### src/rtl/param_divider.sv
// rtl/param_divider.sv - restoring divider, one quotient bit per clock, DW-cycle latency.
// Define PARAM_DIVIDER_SIGNED_EN to enable two's-complement operation via signed_op.
module param_divider #(
  parameter int DW = 32,
  parameter int VW = 16
) (
  input  logic          clock,
  input  logic          reset,
  input  logic          start,
  input  logic          signed_op,
  input  logic [DW-1:0] inDividend,
  input  logic [VW-1:0] inDivisor,
  output logic          busy,
  output logic          done,
  output logic [DW-1:0] Quotient,
  output logic [VW-1:0] Remainder,
  output logic          div_by_zero
);

  localparam int CW = (DW > 2) ? $clog2(DW) : 1;

  typedef enum logic [1:0] {IDLE, RUN, DONE} state_t;

  state_t        state;
  logic [DW-1:0] work;      // dividend shifts out of the top, quotient bits shift in at the bottom
  logic [VW-1:0] dvs;
  logic [VW-1:0] prem;
  logic [CW-1:0] cnt;
  logic          zero_div;

  logic [VW:0]   trial;
  logic [VW+1:0] diff;
  logic          qbit;
  logic [VW-1:0] prem_nx;
  logic [DW-1:0] work_nx;
  logic [DW-1:0] mag_dvd;
  logic [VW-1:0] mag_dvs;
  logic [DW-1:0] res_q;
  logic [VW-1:0] res_r;

  always_comb begin
    trial   = {prem, work[DW-1]};
    diff    = {1'b0, trial} - {2'b00, dvs};
    qbit    = ~diff[VW+1];
    prem_nx = qbit ? diff[VW-1:0] : trial[VW-1:0];
    work_nx = {work[DW-2:0], qbit};
  end

`ifdef PARAM_DIVIDER_SIGNED_EN
  logic neg_q;
  logic neg_r;
  logic sgn_dvd;
  logic sgn_dvs;

  always_comb begin
    sgn_dvd = signed_op & inDividend[DW-1];
    sgn_dvs = signed_op & inDivisor[VW-1];
    mag_dvd = sgn_dvd ? (~inDividend + 1'b1) : inDividend;
    mag_dvs = sgn_dvs ? (~inDivisor + 1'b1) : inDivisor;
    res_q   = neg_q ? (~work_nx + 1'b1) : work_nx;
    res_r   = neg_r ? (~prem_nx + 1'b1) : prem_nx;
  end

  always_ff @(posedge clock or posedge reset) begin
    if (reset) begin
      neg_q <= 1'b0;
      neg_r <= 1'b0;
    end else if (state == IDLE && start && !done) begin
      neg_q <= sgn_dvd ^ sgn_dvs;
      neg_r <= sgn_dvd;
    end
  end
`else
  always_comb begin
    mag_dvd = inDividend;
    mag_dvs = inDivisor;
    res_q   = work_nx;
    res_r   = prem_nx;
  end
`endif

  always_ff @(posedge clock or posedge reset) begin
    if (reset) begin
      state       <= IDLE;
      busy        <= 1'b0;
      done        <= 1'b0;
      div_by_zero <= 1'b0;
      Quotient    <= '0;
      Remainder   <= '0;
      cnt         <= '0;
      work        <= '0;
      dvs         <= '0;
      prem        <= '0;
      zero_div    <= 1'b0;
    end else begin
      case (state)
        IDLE: begin
          done <= 1'b0;
          // a zero-divide done pulse lands in IDLE, so start is also gated on done
          if (start && !done) begin
            busy <= 1'b1;
            cnt  <= '0;
            prem <= '0;
            if (inDivisor == '0) begin
              zero_div <= 1'b1;
              work     <= inDividend;
              state    <= DONE;
            end else begin
              zero_div <= 1'b0;
              work     <= mag_dvd;
              dvs      <= mag_dvs;
              state    <= RUN;
            end
          end
        end
        RUN: begin
          work <= work_nx;
          prem <= prem_nx;
          cnt  <= cnt + 1'b1;
          if (cnt == CW'(DW - 1)) begin
            state       <= DONE;
            done        <= 1'b1;
            Quotient    <= res_q;
            Remainder   <= res_r;
            div_by_zero <= 1'b0;
          end
        end
        DONE: begin
          state <= IDLE;
          busy  <= 1'b0;
          cnt   <= '0;
          if (zero_div) begin
            done        <= 1'b1;
            Quotient    <= '1;
            Remainder   <= work[VW-1:0];
            div_by_zero <= 1'b1;
          end else begin
            done <= 1'b0;
          end
        end
        default: begin
          state <= IDLE;
          busy  <= 1'b0;
          done  <= 1'b0;
        end
      endcase
    end
  end

endmodule

### config.mk
export PLATFORM = sky130hd
export DESIGN_NAME = param_divider
export DESIGN_NICKNAME = d
export VERILOG_FILES = /design/src/rtl/param_divider.sv
export SDC_FILE = /design/constraint.sdc
export NUM_CORES = 1
export LEC_CHECK = 0
export BUFFER_PORTS_ARGS = -buffer_cell sky130_fd_sc_hd__buf_2
export CAP_MARGIN = 20
export CORE_ASPECT_RATIO = 2
export CORE_MARGIN = 5
export CORE_UTILIZATION = 56
export CTS_CLUSTER_SIZE = 24
export DETAILED_ROUTE_END_ITERATION = 7
export PLACE_DENSITY_LB_ADDON = 0.2
export REMOVE_ABC_BUFFERS = 1
export SLEW_MARGIN = 5
export SYNTH_ARGS = -nofsm -noshare
export SYNTH_HDL_FRONTEND = slang
export SYNTH_SLANG_ARGS = --single-unit
export TNS_END_PERCENT = 10
### constraint.sdc
create_clock -name clock -period 4.4 [get_ports clock]
set_input_delay 0 -clock clock [delete_from_list [all_inputs] [get_ports clock]]
set_output_delay 0 -clock clock [all_outputs]
set_load 0.02 [all_outputs]
==> run_results.csv, run 1 <==
group,metric,value,unit
synth,synth-seq-area-share,50.5,%
grt,grt_usage,25.4,%
sta,setup_tns,0,ps
cts,cts_buffers,17,
sta,max_freq,0.343,GHz
setup_path,reg2reg_from,"prem[10]",
floorplanning,start_util,56.4,%
setup_path,critPathArrivalTime,3170,ps
grt,grt_first_pass_wirelength,26700,um
layout,fin_nets,800,
cts,cts_max_level,4,
synth,ys_ff_latch,123,
sta,fin_crit_sh,66.3,%
sta,rsz0062_at_grt,"false",
sta,finalHoldViolCount,0,
setup_path,crit_slowest_cell,"a31o_1",
grt,antenna_found_initial,0,
floorplanning,dieArea,13200,um^2
layout,area_growth,27.3,%
synth,avgSynthCellArea,10.4,um^2
setup_path,path_class,"flop to flop",
layout,drive_gt1_share,23.3,%
synth,postSynth.asyncResetShare,100,%
setup_path,critPathMaxFanout,18,
cts,cts_tree,"built",
sta,finalSetupViolations,0,
setup_path,cp-start-kind,"flop",
grt,overflow,0,
setup_path,reg2regPathDepth,7,
setup_path,r2r_setup_slack,1480,ps
setup_path,path_depth,7,
synth,synth_edf_count,0,
route,vias,4997,
setup_path,worstSetupStartpoint,"prem[10]",
floorplanning,fp.dieW,83.8,um
cts,root_buffer,"clkbuf_16",
grt,first_global_vias,5318,
grt,grt_max_degree,76,
floorplanning,core_area,10800,um^2
route,antenna_left,0,
sta,period_minus_slack,2920,ps
synth,synthDistinctLibCells,56,
cts,cts.sinks,123,
placed_design,dpl.hpwl,10700,um
route,wl_per_cell,18.0,um
floorplanning,ios,103,
sta,slew_headroom,30.9,%
floorplanning,num_rows,54,
power,leakagePower,3.39,nW
setup_path,r2r_end,"Remainder[3]",
setup_path,end_kind,"flop",
synth,synth_cells,585,
power,power_density,650,nW/um^2
route,post-route-drc-count,0,
worst_hold_path,hold_class,"input port to flop",
cts,cts_buffer_depth,2,
setup_path,path_buf_inv,0,
power,vdd_ir_drop_max,0.355,mV
cts,clk_pin_slew,60,ps
route,drt-initial-drc-count,235,
sta,slew_violations,0,
setup_path,path_cells,"ha_1 > nand2_1 > o21a_1 > o21ai_0 > a31o_1 > mux2i_1 > o22ai_1",
placed_design,port_buffers,101,
layout,n_antenna_cell,0,
floorplanning,die_y,158,um
layout,multi_input_area,2810,um^2
placed_design,gp_congestion,0.889,
layout,fin_cells,879,
synth,synth_flop_cell,"dfrtp_1",
setup_path,crit_family,"compound AO/OA/AOI/OAI gates",
synth,syn_area,6100,um^2
layout,num-fill-cells,777,
cts,clock_latency,410,ps
sta,finalClockSkew,6.69,ps
setup_path,cp.required,4650,ps
synth,yosys_warnings,0,
route,firstDrtPassIters,5,
route,drt-total-wl,15800,um
route,via_per_inst,5.68,
run_status,outcome,"finished, final reports clean",
placed_design,dp_cells,798,
flow_run,drv_cap,0,
setup_path,max_stage_delay,810,ps
sta,fin_ws,1480,ps
sta,tightest_slew,1040,ps
layout,regArea,3080,um^2
placed_design,pre_cts_ws,1480,ps
setup_path,critPathCapture,"Remainder[3]",
layout,final_util,71.8,%
## area by class of cell
cell class	count	area share (%)
Multi-Input combinational cell	409	36.2
Inverter	22	1.10
Sequential cell	123	39.7
Tap cell	140	2.26
Clock inverter	15	2.16
Clock buffer	17	5.48
Timing Repair Buffer	153	13.1
## cells in the final DEF (no fill, tap or decap), drive strengths merged, types with 21 or more instances in the layout
cell,n
dfrtp,123
ha,21
nand2,76
inv,26
mux2i,46
buf,104
o22a,32
a21oi,31
dlygate4sd3,49
o21ai,63
nor2,23
## flip-flops by register name (all words and copies together), names as in the netlist
signal       cells
done             1
prem            16
zero_div         1
work            32
div_by_zero      1
Remainder       16
Quotient        32
dvs             16
cnt              5
busy             1
state            2
## per-layer routing
metal | GRT usage [%] | up-vias | share of wire (%)
met4 | 11.0 | 0 | 2.7
met3 | 5.40 | 38 | 3.7
met2 | 45.9 | 137 | 55
met1 | 28.7 | 2440 | 38
met5 | 0 | - | 0
li1 | - | 2382 | -
## through the flow
stage	power, mW	instance area [um^2]	hold slack (ps)
after floorplan	3.09	5960	151
after global placement	3.53	6680	249
after detailed placement	3.62	6680	255
after CTS	5.07	7760	44.0
after global routing	5.37	7760	82.5
final	5.04	7760	50.3
## cells in the mapped netlist, types with 2 or more instances
cell type,number,area (um^2)
dfrtp_1,123,3080
nand2_1,76,285
o21ai_0,57,285
mux2i_1,46,460
o22a_1,32,280
a21oi_1,31,155
clkbuf_1,25,93.8
nor2_1,23,86.3
inv_1,22,82.6
ha_1,21,263
mux2_2,18,203
o22ai_1,10,62.6
nand3_1,9,45.0
xnor2_1,7,61.3
and3_1,6,37.5
nor4_1,5,31.3
o21a_1,5,37.5
a21o_1,4,30.0
a31oi_1,4,25.0
buf_1,4,15.0
o21ai_1,4,20.0
xor2_1,4,35.0
nand3b_1,3,22.5
nand4_1,3,18.8
nor2b_1,3,18.8
o211ai_1,3,22.5
a211oi_1,2,15.0
a21boi_0,2,15.0
and2_1,2,12.5
nand2b_1,2,12.5
o21ai_2,2,17.5
o31a_2,2,20.0
or2_2,2,12.5
## worst min-delay path, stage by stage
cell,delay (ps)
buf_2,100
nand2b_1,90
nor2_1,110
o22a_1,130
## cell families (layout without fill, tap and decap cells)
group	Yosys count	count (layout)	synth area share, %
xor gates and xnor gates	11	11	1.58
adders and majority gates	22	22	4.64
buffers and inverters	53	207	3.65
and+or+nand+nor	141	141	10.5
muxes	65	65	11.1
AOI/OAI and AO/OA	170	170	18.0
DFF	123	123	50.5
## worst min-delay path by stage
stage | from | end | slack, ps | cells after the start
floorplan | inDivisor[0] | dvs[0] | 150 | 1
global placement | inDivisor[0] | dvs[0] | 250 | 2
detailed placement | inDivisor[10] | dvs[10] | 250 | 2
CTS | start | busy | 40 | 4
global route | start | busy | 80 | 4
finish | start | busy | 50 | 4
## power by group
| group | internal, mW | switching [mW] | total [mW] |
|---|---|---|---|
| Clock | 0.844 | 0.547 | 1.39 |
| Combinational | 0.764 | 1.14 | 1.91 |
| Sequential | 1.47 | 0.271 | 1.75 |
| Total | 3.08 | 1.96 | 5.04 |
## what timing repair did
item                      4_1_cts  5_1_grt
hold buffers                   49        0
resized for setup               0        0
hold endpoints to repair      122        0
setup buffers                   0        0
Note: power is estimated with default switching activity, not from simulation.
==> run 2: changes to the inputs <==
CORE_UTILIZATION = 51   (was 56)
clock period = 2.6 ns   (was 4.4 ns; I/O delays follow)
==> run_results.csv, run 2 (same netlist as run 1, synthesis figures left out) <==
group,metric,value,unit
layout,fin_nets,819,
placed_design,dpl.hpwl,11100,um
setup_path,end_kind,"flop",
power,finalPower,8.77,mW
grt,first_global_vias,5387,
run_status,outcome,"finished, final reports clean",
layout,num-fill-cells,889,
cts,clock_latency,410,ps
setup_path,critPathMaxFanout,9,
layout,n_antenna_cell,0,
setup_path,worstSetupStartpoint,"dvs[6]",
power,power_density,1090,nW/um^2
layout,final_cell_mix,"dfrtp_1, buf_2, nand2_1, o21ai_0, dlygate4sd3_1",
power,p_comb_share,39.3,%
setup_path,reg2reg_from,"dvs[6]",
route,drt-total-wl,15700,um
sta,tightest_slew,949,ps
route,vias,5005,
power,switching_share,37.8,%
sta,slew_headroom,36.8,%
route,drt-initial-drc-count,184,
sta,finalClockSkew,13.9,ps
placed_design,port_buffers,101,
grt,grt_first_pass_wirelength,26200,um
sta,finalSetupViolations,0,
setup_path,cp-start-kind,"flop",
grt,grt_usage,23.2,%
floorplanning,die_y,165,um
cts,cts_buffers,17,
floorplanning,ios,103,
route,firstDrtPassIters,6,
layout,drive_gt1_share,26.4,%
power,p_sw,3.32,mW
cts,cts_tree,"built",
flow_run,drv_cap,0,
route,via_per_inst,5.55,
worst_hold_path,hold_class,"input port to flop",
floorplanning,start_util,52.1,%
route,antenna_left,0,
power,clock_power_share,27.1,%
cts,cts_max_level,4,
cts,cts.sinks,123,
sta,fin_hold_ws,19.0,ps
cts,root_buffer,"clkbuf_16",
grt,overflow,0,
sta,rsz0062_at_grt,"true",
floorplanning,core_area,11700,um^2
setup_path,path_class,"flop to flop",
floorplanning,fp.dieW,87.3,um
sta,period_minus_slack,2540,ps
sta,fin_crit_sh,97.8,%
setup_path,critPathArrivalTime,2870,ps
placed_design,gp_congestion,0.856,
setup_path,cp.required,2920,ps
worst_hold_path,hp-start,"start",
floorplanning,dieArea,14400,um^2
layout,regArea,3080,um^2
sta,finalHoldViolCount,0,
power,vdd_ir_drop_max,0.651,mV
layout,area_growth,31.6,%
layout,multi_input_area,2880,um^2
sta,max_freq,0.393,GHz
power,leakagePower,3.52,nW
grt,antenna_found_initial,0,
sta,slew_violations,0,
cts,clk_pin_slew,60,ps
power,p_int,5.46,mW
grt,grt_max_degree,65,
layout,top_regs,"Quotient (32), work (32)",
route,wl_per_cell,17.4,um
layout,final_common_cell,"dfrtp_1",
power,share_seq_of_total_power,33.7,%
cts,cts_buffer_depth,2,
route,post-route-drc-count,0,
sta,setup_tns,0,ps
floorplanning,num_rows,56,
[run 2: cell types whose count changed in the layout (fill, tap and decap cells not counted), moves of 2 or more]
cell,previous run,this run
clkinv_2,1,3
mux2i_1,46,42
mux2i_2,0,3
ha_1,20,18
buf_4,3,18
buf_12,0,3
[run 2: power groups by stage]
| stage | logic (mW) | clock network (mW) | registers [mW] |
|---|---|---|---|
| 2_1_floorplan | 2.22 | 0 | 3.00 |
| 5_1_grt | 3.82 | 2.52 | 3.03 |
| 3_3_place_gp | 3.20 | 0 | 2.95 |
| 3_5_place_dp | 3.29 | 0 | 2.97 |
| 6_report | 3.45 | 2.37 | 2.95 |
| 4_1_cts | 3.39 | 2.42 | 2.95 |
[run 2: path summary, 6_finish.rpt]
check,endpoint,slack [ps],depth (start not counted)
max in group asynchronous,dvs[8],1570,4
hold / removal,busy,20,4
min in group asynchronous,Quotient[6],270,3
setup / recovery,Remainder[0],60,10
setup reg to reg,Remainder[0],60,10
hold reg to reg,Quotient[30],480,1
[run 2: routing by layer]
metal  vias up  GRT usage [%]  share of wire (%)
met5         -              0                  0
met4         0           10.3                3.2
met3        36           5.09                3.9
met2       120           41.8                 55
met1      2432           25.5                 38
li1       2417              -                  -
[run 2: stage by stage]
stage / setup slack, ps / util, % / std cells / cell area (um^2)
after floorplan: -1990 / - / 554 / 5960
after global placement: 54.7 / 58.5 / 820 / 6850
after detailed placement: -13.2 / 58.5 / 820 / 6850
after CTS: 11.9 / 68.0 / 900 / 7960
after global routing: -28.7 / 68.6 / 902 / 8020
final: 56.5 / 68.6 / 902 / 8020
[run 2: cell type report]
cell class / count / area share [%]
tap: 145 / 2.26
sequential: 123 / 38.4
clock buffer: 17 / 5.30
timing repair buffer: 172 / 15.0
multi-input combinational: 409 / 35.9
inverter: 22 / 1.06
clock inverter: 14 / 2.14
[run 2: critical path, cell delays in order (launching register included)]
cell and delay, ps:
dfrtp_1 380, inv_1 110, ha_4 230, and2_4 160, or4_4 460, o21ai_4 170
o21bai_2 100, a31o_1 240, buf_12 160, mux2_4 310, o22ai_2 130
[run 2: repair_timing]
action | 4_1_cts | 5_1_grt
gates resized for setup | 3 | 11
hold endpoints to repair | 99 | 0
endpoints found under the setup margin | 4 | 23
buffers inserted | 0 | 2
hold buffers | 49 | 0
pin swaps | 0 | 4
==> run 3: changes to the inputs <==
CELL_PAD_IN_SITES_DETAIL_PLACEMENT = 2   (was not set)
CELL_PAD_IN_SITES_GLOBAL_PLACEMENT = 2   (was not set)
CORE_UTILIZATION = 32   (was 51)
==> run_results.csv, run 3 (same netlist as run 1, synthesis figures left out) <==
group,metric,value,unit
run_status,outcome,"finished, final reports clean",
power,leakagePower,3.53,nW
worst_hold_path,hold_end,"busy",
layout,n_antenna_cell,0,
route,vias,5224,
grt,grt_max_degree,81,
floorplanning,core_area,18800,um^2
grt,grt_usage,19.3,%
cts,clock_latency,420,ps
setup_path,r2r_setup_slack,60,ps
setup_path,reg2reg_from,"dvs[6]",
floorplanning,die_y,205,um
setup_path,max_stage_delay,450,ps
layout,drive_gt1_share,26.8,%
setup_path,cp.required,2940,ps
layout,num-fill-cells,2014,
sta,slew_violations,0,
setup_path,crit_slowest_cell,"or4_4",
layout,final_common_cell,"dfrtp_1",
worst_hold_path,min_delay_path_depth,4,
floorplanning,dieArea,22100,um^2
grt,grt_first_pass_wirelength,33000,um
route,routedLengthMet1,7380,um
grt,antenna_found_initial,0,
route,dr.max_layer_used,"met4",
sta,rsz0062_at_grt,"true",
grt,overflow,0,
floorplanning,start_util,32.4,%
cts,clk_pin_slew,60,ps
floorplanning,ios,103,
route,dr_wl_met2,11700,um
sta,finalHoldViolCount,0,
sta,finalClockSkew,9.67,ps
cts,cts_buffers,17,
placed_design,gp_congestion,0.842,
setup_path,cp-start-kind,"flop",
cts,cts_tree,"built",
route,post-route-drc-count,0,
sta,period_minus_slack,2540,ps
sta,tightest_slew,619,ps
setup_path,critPathArrivalTime,2880,ps
route,drt-total-wl,20500,um
route,dr_wl_met3,586,um
cts,cts.sinks,123,
route,antenna_left,0,
flow_run,drv_cap,0,
route,via_per_inst,5.13,
setup_path,path_class,"flop to flop",
power,finalPower,9.05,mW
setup_path,path_cells,"inv_2 > ha_4 > and2_4 > or4_4 > o21ai_4 > o21bai_2 > a31o_1 > buf_12 > mux2_4 > o22ai_2",
setup_path,end_kind,"flop",
grt,first_global_vias,6200,
worst_hold_path,hp-start,"start",
placed_design,pre_cts_ws,-101,ps
setup_path,r2r_end,"Remainder[0]",
route,wl_per_cell,20.2,um
cts,cts_buffer_depth,2,
setup_path,critPathMaxFanout,18,
sta,slew_headroom,58.7,%
layout,final_cell_mix,"dfrtp_1, buf_2, nand2_1, o21ai_0, dlygate4sd3_1",
sta,finalSetupViolations,0,
sta,fin_crit_sh,97.5,%
floorplanning,num_rows,71,
power,vdd_ir_drop_max,0.442,mV
cts,root_buffer,"clkbuf_16",
placed_design,port_buffers,101,
worst_hold_path,hold_class,"input port to flop",
layout,fin_nets,825,
placed_design,dpl.hpwl,14200,um
power,power_density,1100,nW/um^2
layout,top_regs,"Quotient (32), work (32)",
floorplanning,fp.dieW,108,um
layout,area_growth,35.1,%
sta,max_freq,0.394,GHz
sta,fin_ws,64.3,ps
setup_path,reg2regPathDepth,10,
route,firstDrtPassIters,4,
route,drt-initial-drc-count,97,
cts,cts_max_level,4,
-- run 3: through the flow --
stage	cell area, um^2	cells	setup TNS [ps]	utilization (%)	hold slack (ps)
2_1_floorplan	5960	554	-215160	-	151
3_3_place_gp	7050	933	-11.7	37.4	78.1
3_5_place_dp	7050	933	-359	37.4	93.4
4_1_cts	8130	1014	0	43.2	20.4
5_1_grt	8230	1019	-69.1	43.7	55.4
6_report	8230	1019	0	43.7	28.4
-- run 3: repair_timing --
action / 4_1_cts / 5_1_grt
setup endpoints to repair: 20 / 28
setup buffers: 0 / 5
pin swaps: 3 / 9
gates resized for setup: 8 / 12
hold endpoints to repair: 86 / 0
hold buffers: 49 / 0
-- run 3: per-layer routing --
metal  vias up  global-route usage (%)
met5         -                       0
met4         0                    9.75
met3        42                    3.05
met2       104                    37.0
met1      2659                    19.6
li1       2419                       -
-- run 3: cell type report --
| class | count | area [um^2] | share of cell area (%) |
|---|---|---|---|
| sequential | 123 | 3080 | 37.4 |
| multi-input combinational | 409 | 2920 | 35.5 |
| timing repair buffer | 178 | 1280 | 15.6 |
| clock buffer | 26 | 489 | 5.94 |
| tap | 255 | 319 | 3.87 |
| inverter | 22 | 85.1 | 1.03 |
| clock inverter | 6 | 62.6 | 0.760 |
-- run 3: worst max path at each step --
stage,slack (ps),to,startpoint
after global placement,-10,prem[12],work[31]
after CTS,9,Remainder[0],dvs[6]
after global routing,-30,prem[14],work[31]
after detailed placement,-100,prem[12],work[31]
after floorplan,-1990,work[0],state[0]
final,60,Remainder[0],dvs[6]
-- run 3: where the power goes --
part	internal [mW]	leakage (nW)	switching [mW]
Clock	1.39	0.261	0.866
Combinational	1.58	1.85	2.22
Sequential	2.50	1.42	0.500
Total	5.46	3.53	3.59
-- run 3: critical path: cells and delay by family, from the launching register on --
kind | cells | cell delay, ps
muxes | 1 | 320
buffers and inverters | 2 | 250
adders and majority gates | 1 | 220
DFF | 1 | 400
and+or+nand+nor | 2 | 610
AOI/OAI and AO/OA | 4 | 640
